### src/rtl/dmem_arb_pkg.sv
// rtl/dmem_arb_pkg.sv - shared types and width helpers for the data-memory arbiter
package dmem_arb_pkg;

  typedef enum logic {S_CPU, S_EXT} arb_state_t;

  localparam int D_WIDTH_DEF      = 32;
  localparam int MAX_BURST_DEF    = 8;
  localparam int STARVE_LIMIT_DEF = 4;

  // Counter width that holds 0..n-1, never narrower than one bit
  function automatic int cnt_w(input int n);
    return (n < 2) ? 1 : $clog2(n);
  endfunction

endpackage

### src/rtl/arb_sat_counter.sv
// rtl/arb_sat_counter.sv - saturating up-counter with clear priority, async reset
module arb_sat_counter #(
  parameter int W     = 3,
  parameter int LIMIT = 4
) (
  input  logic         i_clk,
  input  logic         i_rst,
  input  logic         i_inc,
  input  logic         i_clr,
  output logic [W-1:0] o_cnt,
  output logic         o_sat
);

  localparam logic [W-1:0] LIM = W'(LIMIT);

  logic [W-1:0] r_cnt;

  always_ff @(posedge i_clk or posedge i_rst) begin
    if (i_rst) begin
      r_cnt <= '0;
    end else if (i_clr) begin
      r_cnt <= '0;
    end else if (i_inc && (r_cnt != LIM)) begin
      r_cnt <= r_cnt + 1'b1;
    end
  end

  assign o_cnt = r_cnt;
  assign o_sat = (r_cnt == LIM);

endmodule

### src/rtl/dmem_arbiter.sv
// rtl/dmem_arbiter.sv - shares single-port DataMemory between the CPU memory stage and an EXT burst port
module dmem_arbiter
  import dmem_arb_pkg::*;
#(
  parameter int D_WIDTH      = D_WIDTH_DEF,
  parameter int MAX_BURST    = MAX_BURST_DEF,
  parameter int STARVE_LIMIT = STARVE_LIMIT_DEF
) (
  input  logic               i_clk,
  input  logic               i_rst,
  input  logic               i_cpu_req,
  input  logic               i_cpu_we,
  input  logic               i_cpu_adtp,
  input  logic [D_WIDTH-1:0] i_cpu_addr,
  input  logic [D_WIDTH-1:0] i_cpu_wdata,
  output logic [D_WIDTH-1:0] o_cpu_rdata,
  output logic               o_cpu_stall,
  input  logic               i_ext_valid,
  output logic               o_ext_ready,
  input  logic               i_ext_we,
  input  logic [D_WIDTH-1:0] i_ext_addr,
  input  logic [D_WIDTH-1:0] i_ext_wdata,
  input  logic               i_ext_last,
  output logic               o_ext_rvalid,
  output logic [D_WIDTH-1:0] o_ext_rdata,
  output logic               o_mem_we,
  output logic               o_mem_adtp,
  output logic [D_WIDTH-1:0] o_mem_a,
  output logic [D_WIDTH-1:0] o_mem_wd,
  input  logic [D_WIDTH-1:0] i_mem_rd
);

  localparam int BW = cnt_w(MAX_BURST);
  localparam int SW = cnt_w(STARVE_LIMIT + 1);
  localparam logic [BW-1:0] BEAT_LAST = BW'(MAX_BURST - 1);

  arb_state_t    r_state, w_state_nxt;
  logic [BW-1:0] r_beat_cnt, w_beat_nxt;
  logic [SW-1:0] w_starve_cnt;
  logic          w_starve_sat;
  logic          w_grant, w_xfer, w_mem_we;
  logic          w_starve_inc, w_starve_clr;

  // CPU keeps the memory until EXT is idle-granted or has waited STARVE_LIMIT cycles
  assign w_starve_inc = (r_state == S_CPU) & i_ext_valid & i_cpu_req;
  assign w_starve_clr = ~i_ext_valid | w_grant | (r_state == S_EXT);

  arb_sat_counter #(
    .W     (SW),
    .LIMIT (STARVE_LIMIT)
  ) u_starve (
    .i_clk (i_clk),
    .i_rst (i_rst),
    .i_inc (w_starve_inc),
    .i_clr (w_starve_clr),
    .o_cnt (w_starve_cnt),
    .o_sat (w_starve_sat)
  );

  always_ff @(posedge i_clk or posedge i_rst) begin
    if (i_rst) begin
      r_state    <= S_CPU;
      r_beat_cnt <= '0;
    end else begin
      r_state    <= w_state_nxt;
      r_beat_cnt <= w_beat_nxt;
    end
  end

  always_comb begin
    w_state_nxt = r_state;
    w_beat_nxt  = r_beat_cnt;
    w_grant     = 1'b0;
    w_xfer      = 1'b0;
    w_mem_we    = 1'b0;
    o_ext_ready = 1'b0;
    o_cpu_stall = 1'b0;
    o_mem_adtp  = i_cpu_adtp;
    o_mem_a     = i_cpu_addr;
    o_mem_wd    = i_cpu_wdata;
    case (r_state)
      S_CPU: begin
        w_mem_we = i_cpu_req & i_cpu_we;
        if (i_ext_valid && (!i_cpu_req || w_starve_sat)) begin
          w_grant     = 1'b1;
          w_state_nxt = S_EXT;
        end
      end
      S_EXT: begin
        o_ext_ready = 1'b1;
        o_cpu_stall = i_cpu_req;
        o_mem_adtp  = 1'b0;
        o_mem_a     = i_ext_addr;
        o_mem_wd    = i_ext_wdata;
        w_mem_we    = i_ext_valid & i_ext_we;
        w_xfer      = i_ext_valid;
        // Leaving always lands in S_CPU, which serves the CPU for at least one cycle
        if (!i_ext_valid || i_ext_last || (r_beat_cnt == BEAT_LAST)) begin
          w_state_nxt = S_CPU;
          w_beat_nxt  = '0;
        end else begin
          w_beat_nxt  = r_beat_cnt + 1'b1;
        end
      end
    endcase
  end

  assign o_mem_we    = w_mem_we & ~i_rst;
  assign o_cpu_rdata = i_mem_rd;

  always_ff @(posedge i_clk or posedge i_rst) begin
    if (i_rst) begin
      o_ext_rvalid <= 1'b0;
      o_ext_rdata  <= '0;
    end else begin
      o_ext_rvalid <= w_xfer & ~i_ext_we;
      if (w_xfer && !i_ext_we) begin
        o_ext_rdata <= i_mem_rd;
      end
    end
  end

endmodule

### config.mk
export PLATFORM = sky130hd
export DESIGN_NAME = dmem_arbiter
export DESIGN_NICKNAME = d
export VERILOG_FILES = /design/src/rtl/dmem_arb_pkg.sv /design/src/rtl/arb_sat_counter.sv /design/src/rtl/dmem_arbiter.sv
export SDC_FILE = /design/constraint.sdc
export NUM_CORES = 1
export LEC_CHECK = 0
export CAP_MARGIN = 20
export CORE_AREA = 5 5 112 114
export CTS_CLUSTER_DIAMETER = 100
export CTS_CLUSTER_SIZE = 25
export DETAILED_ROUTE_END_ITERATION = 6
export DIE_AREA = 0 0 117 119
export PLACE_DENSITY = 0.78
export SLEW_MARGIN = 10
export SYNTH_ARGS = -nofsm -noshare
export SYNTH_HDL_FRONTEND = slang
export SYNTH_SLANG_ARGS = --single-unit
### constraint.sdc
create_clock -name i_clk -period 3.9 [get_ports i_clk]
set_input_delay 0.39 -clock i_clk [delete_from_list [all_inputs] [get_ports i_clk]]
set_output_delay 0.39 -clock i_clk [all_outputs]
set_load 0.01 [all_outputs]
==> results.md, run 1 <==
* Status: completed
* H-tree levels at 2
* Maxcap violations at 0
* Drc violations at 0
* Total clock sinks at 40
* Fin. Hold Viols at 0
* CP Max Fanout at 54
* Boundary pin count at about 300
* Wire length per cell at between 15 and 20 um
* Layout cells sized above 1 at a little under a quarter
* Die Width at 117 um
* RSZ-0062 raised after global routing: no
* Insertion delay to the later sink of the worst-skew pair at approximately 0.28 ns
* Final ANT Viol Nets at 0
* Grt met1 use at between 20% and 30%
* Router iterations before antenna repair at 4
* CP Class: reg -> out
* CP required at 3.51 ns
* Number of flops mapped to enable cells by yosys at 0
* Core area at about 11000 sq um
* Pwr/cell area at ~340 nW/um^2
* Initial Util at around a quarter
* Worst slew pin tran at 0.8245 ns
* Total Power at ~1.9 mW
* Arrival time of the worst setup path at approximately 2.3 ns
* Final wirelength at roughly 12 mm
* Nets at 651
* Initial DRC count at 42
* FF+latch count, synth at 40
* Leak Pwr at roughly 2.3 nW
* First-pass GRT wire length at roughly 18 mm
* Synthesized cell area at roughly 2700 sq um
* Area delta synth->final at 115.0%
* Placed inst area at roughly 5500 sq um
* CTS Buf Count at 5
* Yosys top cell area share at around 40%
* CTS resizes at 0
* Root buffer cell: clkbuf_16
* Die area at approximately 14000 sq um
* ANT cells at 0
* Commonest register cell after synthesis: dfrtp_1
* GR Layer Usage met3 at under 10%
* Synth top area cells: mux2_2 40%, dfrtp_1 38%, buf_4 10%
* CTS tree: yes
* R2r setup slk at approximately 1.8 ns
* Met2 GRT Util at between 20% and 30%
* Commonest cells after routing, fill and taps aside: 300 x clkdlybuf4s50_1, 95 x mux2_2, 39 x dfrtp_1
* HP Class: reg -> reg
* Dpl hpwl at around 11 mm
* Initial antenna violation count at 1
* Synthesized area per cell at ~12 sq um
* Critical path endpoint category: primary output
* Final Skew at 0.003192 ns
* Die Y at between 100 and 150 um
* Syn Nets at between 300 and 400
* Final period util at 67.92%
* Async set-reset flop share out of synthesis at 100.0%
* Remaining Overflow, GRT at 0
* GR peak layer: met2
* TNS Setup at 0 ns
* Post-CTS Repair Setup Buffers at 0
* Routability cong. at ~0.99
* Cells after Synth at around 210
* Via-per-instance ratio at 4.295
* Slew HR at about 45%
* Final setup violation count at 0
* Hold slack at 0.4728 ns
* Sequential area share after synthesis at 37.77%
* VDD IR max at between 200 and 250 uV
* Hold buffers post-CTS at 0
* Layout fillers at between 1000 and 1500
* Largest net degree at the start of global routing at 55
* Reg clk slew, reported paths at 0.06 ns
* Via count at 2676
* Yosys warns at 0
* Fin area at between 5000 and 6000 sq um
* CTS Buffer Depth at 2
* Library cells used by synthesis at 24
* Commonest non-fill, non-tap cell in the layout: clkdlybuf4s50_1
* I/O Buffers at 300
* Area leader, netlist: mux2_2
* Number of global-route vias before repair at 2993
* Fmax at 377.5 MHz
* Core Util, Final at a little over 50%
* Tot GR Track Use at 16.54%
* CP startpoint kind: flip-flop
* Slew Limit Fails at 0
* Row count at 39
* Crit path time final at between 2 and 3 ns
cell usage after synthesis, types with 2 or more instances:
master and n:
nand2_1 3, nor3_1 3, buf_6 4, ha_1 4, o22ai_1 2, inv_1 7, buf_2 4, buf_4 36
nand2b_1 3, dfrtp_1 40, mux2_2 95
through the flow:
| step | setup WS (ns) | std cells |
|---|---|---|
| floorplan | 2.293 | 214 |
| finish | 1.251 | 623 |
| CTS | 1.234 | 623 |
| global placement | 1.565 | 615 |
| global route | 1.176 | 623 |
| detailed placement | 1.555 | 615 |
path summary, 6_finish.rpt:
path                                    from                end  depth (start not counted)
min reg2reg                u_starve.o_cnt[0]  u_starve.o_cnt[0]                          1
max reg2reg                          r_state    o_ext_rdata[28]                          3
min                        u_starve.o_cnt[0]  u_starve.o_cnt[0]                          1
max                                  r_state       o_mem_wd[13]                          3
max in group asynchronous              i_rst            r_state                          3
min in group asynchronous              i_rst  u_starve.o_cnt[0]                          2
metal layers:
| layer | wire [um] | share of wire (%) |
|---|---|---|
| met1 | 4831 | 39 |
| met2 | 6077 | 49 |
| met3 | 1347 | 11 |
| met4 | 102 | 0.82 |
| met5 | 20 | 0.16 |
cells by family (layout without fill, tap and decap cells):
| logic type | count (synthesis) | after routing | synth area share, % |
|---|---|---|---|
| AOI/OAI and AO/OA | 7 | 7 | 1.841 |
| xor gates and xnor gates | 1 | 1 | 0.3306 |
| adders and majority gates | 4 | 4 | 1.889 |
| buffers and inverters | 51 | 317 | 13.65 |
| DFF | 40 | 40 | 37.77 |
| muxes | 96 | 96 | 40.79 |
| and+or+nand+nor | 15 | 15 | 3.730 |
worst max-delay path: stages (launching register included):
cell,delay (ns)
dfrtp_2,0.71
buf_12,0.34
mux2_2,0.40
clkdlybuf4s50_1,0.50
flip-flops by register name, summed over array words and instances (netlist names):
name and flops:
o_ext_rdata 32, r_beat_cnt 3, u_starve.o_cnt 3, o_ext_rvalid 1, r_state 1
cell type report:
cell class	count	area [sq um]	area share, %
Timing Repair Buffer	302	3030	53.20
Multi-Input combinational cell	123	1287	22.60
Sequential cell	40	1002	17.59
Tap cell	143	178.9	3.141
Clock buffer	5	125.1	2.196
Clock inverter	3	46.29	0.8127
Inverter	7	26.28	0.4612
where the power goes:
group	leakage [nW]	switching [mW]	internal [mW]
sequential	0.491	0.0599	0.516
clock	0.0804	0.171	0.304
combinational	1.68	0.293	0.583
Note: power is estimated with default switching activity, not from simulation.
==> run 2, diff against run 1 <==
CORE_AREA = 5 5 113 115   (was 5 5 112 114)
DIE_AREA = 0 0 118 120   (was 0 0 117 119)
PLACE_DENSITY = 0.76   (was 0.78)
clock period = 2.6 ns   (was 3.9 ns; I/O delays follow)
==> results.md, run 2 (synthesized netlist as in run 1, its figures left out) <==
* TNS Setup at 0 ns (unchanged)
* Final wirelength at 10.81 mm (-13%)
* ANT cells at 0 (unchanged)
* Largest net degree at the start of global routing at 41 (-25%)
* Post-Route M1 WL at 3.726 mm (-23%)
* Die Y at 120 um (+0.84%)
* Insertion delay to the later sink of the worst-skew pair at 0.28 ns (about the same)
* Reg2reg path depth at 3 (unchanged)
* Die Width at 118 um (+0.85%)
* Post-CTS Repair Setup Buffers at 0 (unchanged)
* Wire length per cell at 17.13 um (-14%)
* Worst slew pin tran at 0.4897 ns (-0.3348 ns)
* Root buffer cell: clkbuf_16
* Number of global-route vias before repair at 3018 (+0.84%)
* CP startpoint kind: flip-flop
* VDD IR max at 292.9 uV (+44%)
* Via-per-instance ratio at 4.139 (-3.6%)
* Hold slack at 0.4261 ns (-0.04668 ns)
* Final setup violation count at 0 (unchanged)
* CTS Buf Count at 5 (unchanged)
* CP Max Fanout at 22 (-59%)
* CP required at 2.34 ns (-1.17 ns)
* Final period util at 90.26%
* Pwr/cell area at 479.9 nW/um^2 (+42%)
* Commonest cells after routing, fill and taps aside: 300 x clkdlybuf4s50_1, 95 x mux2_2, 39 x dfrtp_1
* Slew HR at 67.35% (+22 points)
* Hold buffers post-CTS at 0 (unchanged)
* Comb power frac at 47.6% (+2.2 points)
* H-tree levels at 2 (unchanged)
* Largest register FFs at 32 (unchanged)
* Router iterations before antenna repair at 4 (unchanged)
* DR top layer: met4
* Int Pwr at 2.008 mW (+43%)
* First-pass GRT wire length at 16.08 mm (-8.3%)
* Maxcap violations at 0 (unchanged)
* Status: completed
* CP Class: reg -> out
* Met2 wire len at 6.118 mm (+0.67%)
* CTS Buffer Depth at 2 (unchanged)
* RSZ-0062 raised after global routing: no
* Total clock sinks at 40 (unchanged)
* Leak Pwr at 2.258 nW (+0.31%)
* Via count at 2612 (-2.4%)
* Final Skew at 0.01113 ns (+0.007940 ns)
* Nets at 655 (+0.61%)
* Flop pwr share at 31.2% (+1.3 points)
* Fmax at roughly 430 MHz
* Top reg by flops: o_ext_rdata
* Commonest non-fill, non-tap cell in the layout: clkdlybuf4s50_1
* Layout cells sized above 1 at 23.14% (+0.43 points)
* Fin. Hold Viols at 0 (unchanged)
* Dpl hpwl at 9.492 mm (-10%)
* Initial Util at 22.63% (-0.78 points)
* Slew Limit Fails at 0 (unchanged)
* Layout fillers at 1071 (+3.5%)
* Clock network power share at 21.2% (-3.5 points)
* Sw power at 0.7278 mW (+39%)
* Core area at 11710 sq um (+3.4%)
* Routability cong. at 0.8882 (-10%)
* Final ANT Viol Nets at 0 (unchanged)
* I/O Buffers at 300 (unchanged)
* Initial DRC count at 54 (+29%)
* HP Class: in -> async
* Core Util, Final at 48.69% (-1.6 points)
* Arrival time of the worst setup path at 2.09 ns (-0.17 ns)
* Crit path time final at between 2 and 2.5 ns
* Remaining Overflow, GRT at 0 (unchanged)
* CTS tree: yes
* Drc violations at 0 (unchanged)
* Tot GR Track Use at 14.02% (-2.5 points)
* Boundary pin count at 301 (unchanged)
* Die area at 14160 sq um (+1.7%)
* Initial antenna violation count at 0 (-1)
* Reg clk slew, reported paths at 0.06 ns (about the same)
* Area delta synth->final at 115.2% (about the same)
* CTS resizes at 0 (unchanged)
* Sw frac at 26.60% (-0.58 points)
* Critical path endpoint category: primary output
* Row count at 40 (+2.6%)
* Met3 Wirelength at 864 um (-36%)
-- run 2: cell count changes in the layout (fill, tap and decap cells not counted) --
| cell | before | now |
|---|---|---|
| inv_6 | 1 | 0 |
| clkinv_2 | 0 | 1 |
| bufinv_16 | 1 | 0 |
| clkbuf_1 | 0 | 1 |
| buf_4 | 1 | 5 |
-- run 2: final cells by class --
type,count,area [sq um],share of cell area [%]
clock inverters,2,12.51,0.2194
repair buffers,306,3060,53.68
inverters,7,26.28,0.4608
clock buffers,6,128.9,2.260
multi-input cells,123,1287,22.58
flip-flops and latches,40,1002,17.58
well taps,147,183.9,3.226
-- run 2: layer usage --
layer,up-vias,GRT usage [%]
met4,0,2.724
met2,131,27.44
met1,1217,14.48
met3,6,4.618
li1,1258,-
met5,-,0
-- run 2: through the flow --
step                cells  area, sq um  worst slack (ns)  power (mW)
finish                631         5702            0.2534       2.736
floorplan             214         2650             1.123       1.354
CTS                   631         5702            0.2207       2.786
detailed placement    623         5560            0.5261       2.188
global route          631         5702            0.1430       2.895
global placement      623         5560            0.5778       2.157
-- run 2: power groups by stage --
stage | clock, mW | sequential, mW | combinational, mW
finish | 0.579 | 0.854 | 1.30
detailed placement | 0 | 0.869 | 1.32
global placement | 0 | 0.859 | 1.30
CTS | 0.603 | 0.857 | 1.33
global route | 0.630 | 0.879 | 1.38
floorplan | 0 | 0.925 | 0.429
-- run 2: path summary, 6_finish.rpt --
check	start	endpoint	slack (ns)
worst max-delay path	r_state	o_mem_wd[26]	0.25
worst min-delay path	i_rst	o_ext_rvalid	0.43
worst max register to register	r_state	o_ext_rdata[28]	0.71
worst min register to register	u_starve.o_cnt[0]	u_starve.o_cnt[0]	0.49
max in group asynchronous	i_rst	r_state	1.81
min in group i_clk	u_starve.o_cnt[0]	u_starve.o_cnt[0]	0.49
-- run 2: critical path, cell delays in order, from the launching register on --
cell and delay (ns):
dfrtp_2 0.64, buf_4 0.30, mux2_2 0.36, clkdlybuf4s50_1 0.50
==> run 3, diff against run 2 <==
CTS_CLUSTER_DIAMETER = 120   (was 100)
REMOVE_ABC_BUFFERS = 1   (was not set)
==> results.md, run 3 (synthesized netlist as in run 1, its figures left out) <==
* First-pass GRT wire length at 16.75 mm (+4.2%)
* Reg2reg path depth at 2 (-1)
* CTS Buffer Depth at 2 (unchanged)
* H-tree levels at 2 (unchanged)
* Router iterations before antenna repair at 4 (unchanged)
* Hold slack at 0.4432 ns (+0.01706 ns)
* ANT cells at 0 (unchanged)
* CTS Buf Count at 5 (unchanged)
* Top reg by flops: o_ext_rdata
* Fin area at 5702 sq um (unchanged)
* Critical path endpoint category: primary output
* Final setup violation count at 0 (unchanged)
* Die Width at 118 um (unchanged)
* Worst slew pin tran at 0.5011 ns (+0.01134 ns)
* Worst path buffer plus inverter count at 2 (unchanged)
* Critical path depth in cells at 3 (unchanged)
* Slew Limit Fails at 0 (unchanged)
* I/O Buffers at 300 (unchanged)
* Core area at 11710 sq um (unchanged)
* Dpl hpwl at 9.751 mm (+2.7%)
* Slew HR at 66.60% (-0.76 points)
* Layout fillers at 1084 (+1.2%)
* CTS tree: yes
* Die area at 14160 sq um (unchanged)
* Reg clk slew, reported paths at 0.06 ns (about the same)
* CP peak stage delay at 0.67 ns (+0.03 ns)
* CP required at 2.34 ns (about the same)
* Final wirelength at 11.02 mm (+2.0%)
* Largest register FFs at 32 (unchanged)
* Row count at 40 (unchanged)
* Final period util at 93.06% (+2.8 points)
* Final ANT Viol Nets at 0 (unchanged)
* Tot GR Track Use at 14.84% (+0.82 points)
* Nets at 652 (-0.46%)
* Area delta synth->final at 115.2% (unchanged)
* Slowest-stage cell, CP: dfrtp_2
* Insertion delay to the later sink of the worst-skew pair at 0.28 ns (about the same)
* Final Skew at 0.006104 ns (-0.005027 ns)
* Remaining Overflow, GRT at 0 (unchanged)
* Drc violations at 0 (unchanged)
* Initial DRC count at 77 (+43%)
* Layout cells sized above 1 at 22.66% (-0.48 points)
* Boundary pin count at 301 (unchanged)
* Arrival time of the worst setup path at 2.16 ns (+0.07 ns)
* Crit-path leading delay family: buffers and inverters
* CP Max Fanout at 24 (+9.1%)
* VDD IR max at 453.7 uV (+55%)
* Number of global-route vias before repair at 3072 (+1.8%)
* Via count at 2691 (+3.0%)
* Largest net degree at the start of global routing at 41 (unchanged)
* Initial Util at 22.63% (unchanged)
* Wire length per cell at 17.55 um (+2.5%)
* Fin. Hold Viols at 0 (unchanged)
* Commonest non-fill, non-tap cell in the layout: clkdlybuf4s50_1
* Placed inst area at 5538 sq um (-0.41%)
* Via-per-instance ratio at 4.285 (+3.5%)
* Initial antenna violation count at 0 (unchanged)
* Root buffer cell: clkbuf_16
* Status: completed
* CP Class: reg -> out
* CTS resizes at 0 (unchanged)
* Leak Pwr at 2.257 nW (about the same)
* Total clock sinks at 40 (unchanged)
* Pwr/cell area at 496.9 nW/um^2 (+3.5%)
* Hold buffers post-CTS at 0 (unchanged)
* Routability cong. at 0.8633 (-2.8%)
* HP Class: in -> async
* Commonest cells after routing, fill and taps aside: 300 x clkdlybuf4s50_1, 95 x mux2_2, 39 x dfrtp_1
* Fmax at 413.3 MHz (-3.0%)
* Crit-path cells: buf_4 > mux2_2 > clkdlybuf4s50_1
* Crit path time final at 2.420 ns (+0.07294 ns)
* CP startpoint kind: flip-flop
* Maxcap violations at 0 (unchanged)
* Post-CTS Repair Setup Buffers at 0 (unchanged)
* RSZ-0062 raised after global routing: no
* Die Y at 120 um (unchanged)
* Total Power at 2.833 mW (+3.5%)
[run 3: cell count changes in the layout (fill, tap and decap cells not counted)]
cell        change
clkinvlp_4      -1
buf_4           -3
bufinv_16       +1
[run 3: cell type report]
class                   count  area (sq um)  area share [%]
repair buffers            303          3038           53.28
multi-input cells         123          1287           22.58
flip-flops and latches     40          1002           17.58
well taps                 147         183.9           3.226
clock buffers               6         128.9           2.260
clock inverters             2         35.03          0.6144
inverters                   7         26.28          0.4608
[run 3: metrics by stage]
step           util [%]  setup TNS (ns)  worst slack (ns)  instances
2_1_floorplan         -          -11.80           -0.4052        170
3_3_place_gp      47.29               0            0.5299        620
3_5_place_dp      47.29               0            0.4737        620
4_1_cts           48.69               0            0.1668        628
5_1_grt           48.69               0           0.08931        628
6_report          48.69               0            0.1804        628
[run 3: per-layer routing]
layer  GRT usage, %  vias to the layer above  routed length [um]
met5              0                        -                   0
met4          5.090                        0                 259
met2          27.79                      184                5834
met1          14.22                     1238                3604
met3          6.880                       15                1326
li1               -                     1254                   -
[run 3: report_power, final]
group	internal, mW	switching [mW]	leakage (nW)	total, mW
Clock	0.450	0.217	0.0808	0.668
Sequential	0.775	0.0825	0.491	0.857
Combinational	0.876	0.432	1.68	1.31
Total	2.10	0.732	2.26	2.83
[run 3: final timing paths]
path	startpoint	end	slack (ns)
min in group i_clk	u_starve.o_cnt[0]	u_starve.o_cnt[0]	0.46
worst min-delay path	i_rst	r_state	0.44
worst max register to register	r_state	o_ext_rdata[28]	0.90
worst min register to register	u_starve.o_cnt[0]	u_starve.o_cnt[0]	0.46
max in group asynchronous	i_rst	o_ext_rdata[4]	1.80
worst max-delay path	r_state	o_mem_wd[26]	0.18
[run 3: tightest hold or removal path, stage by stage]
cell,delay (ns)
clkdlybuf4s50_1,0.43
inv_1,0.06
buf_4,0.42
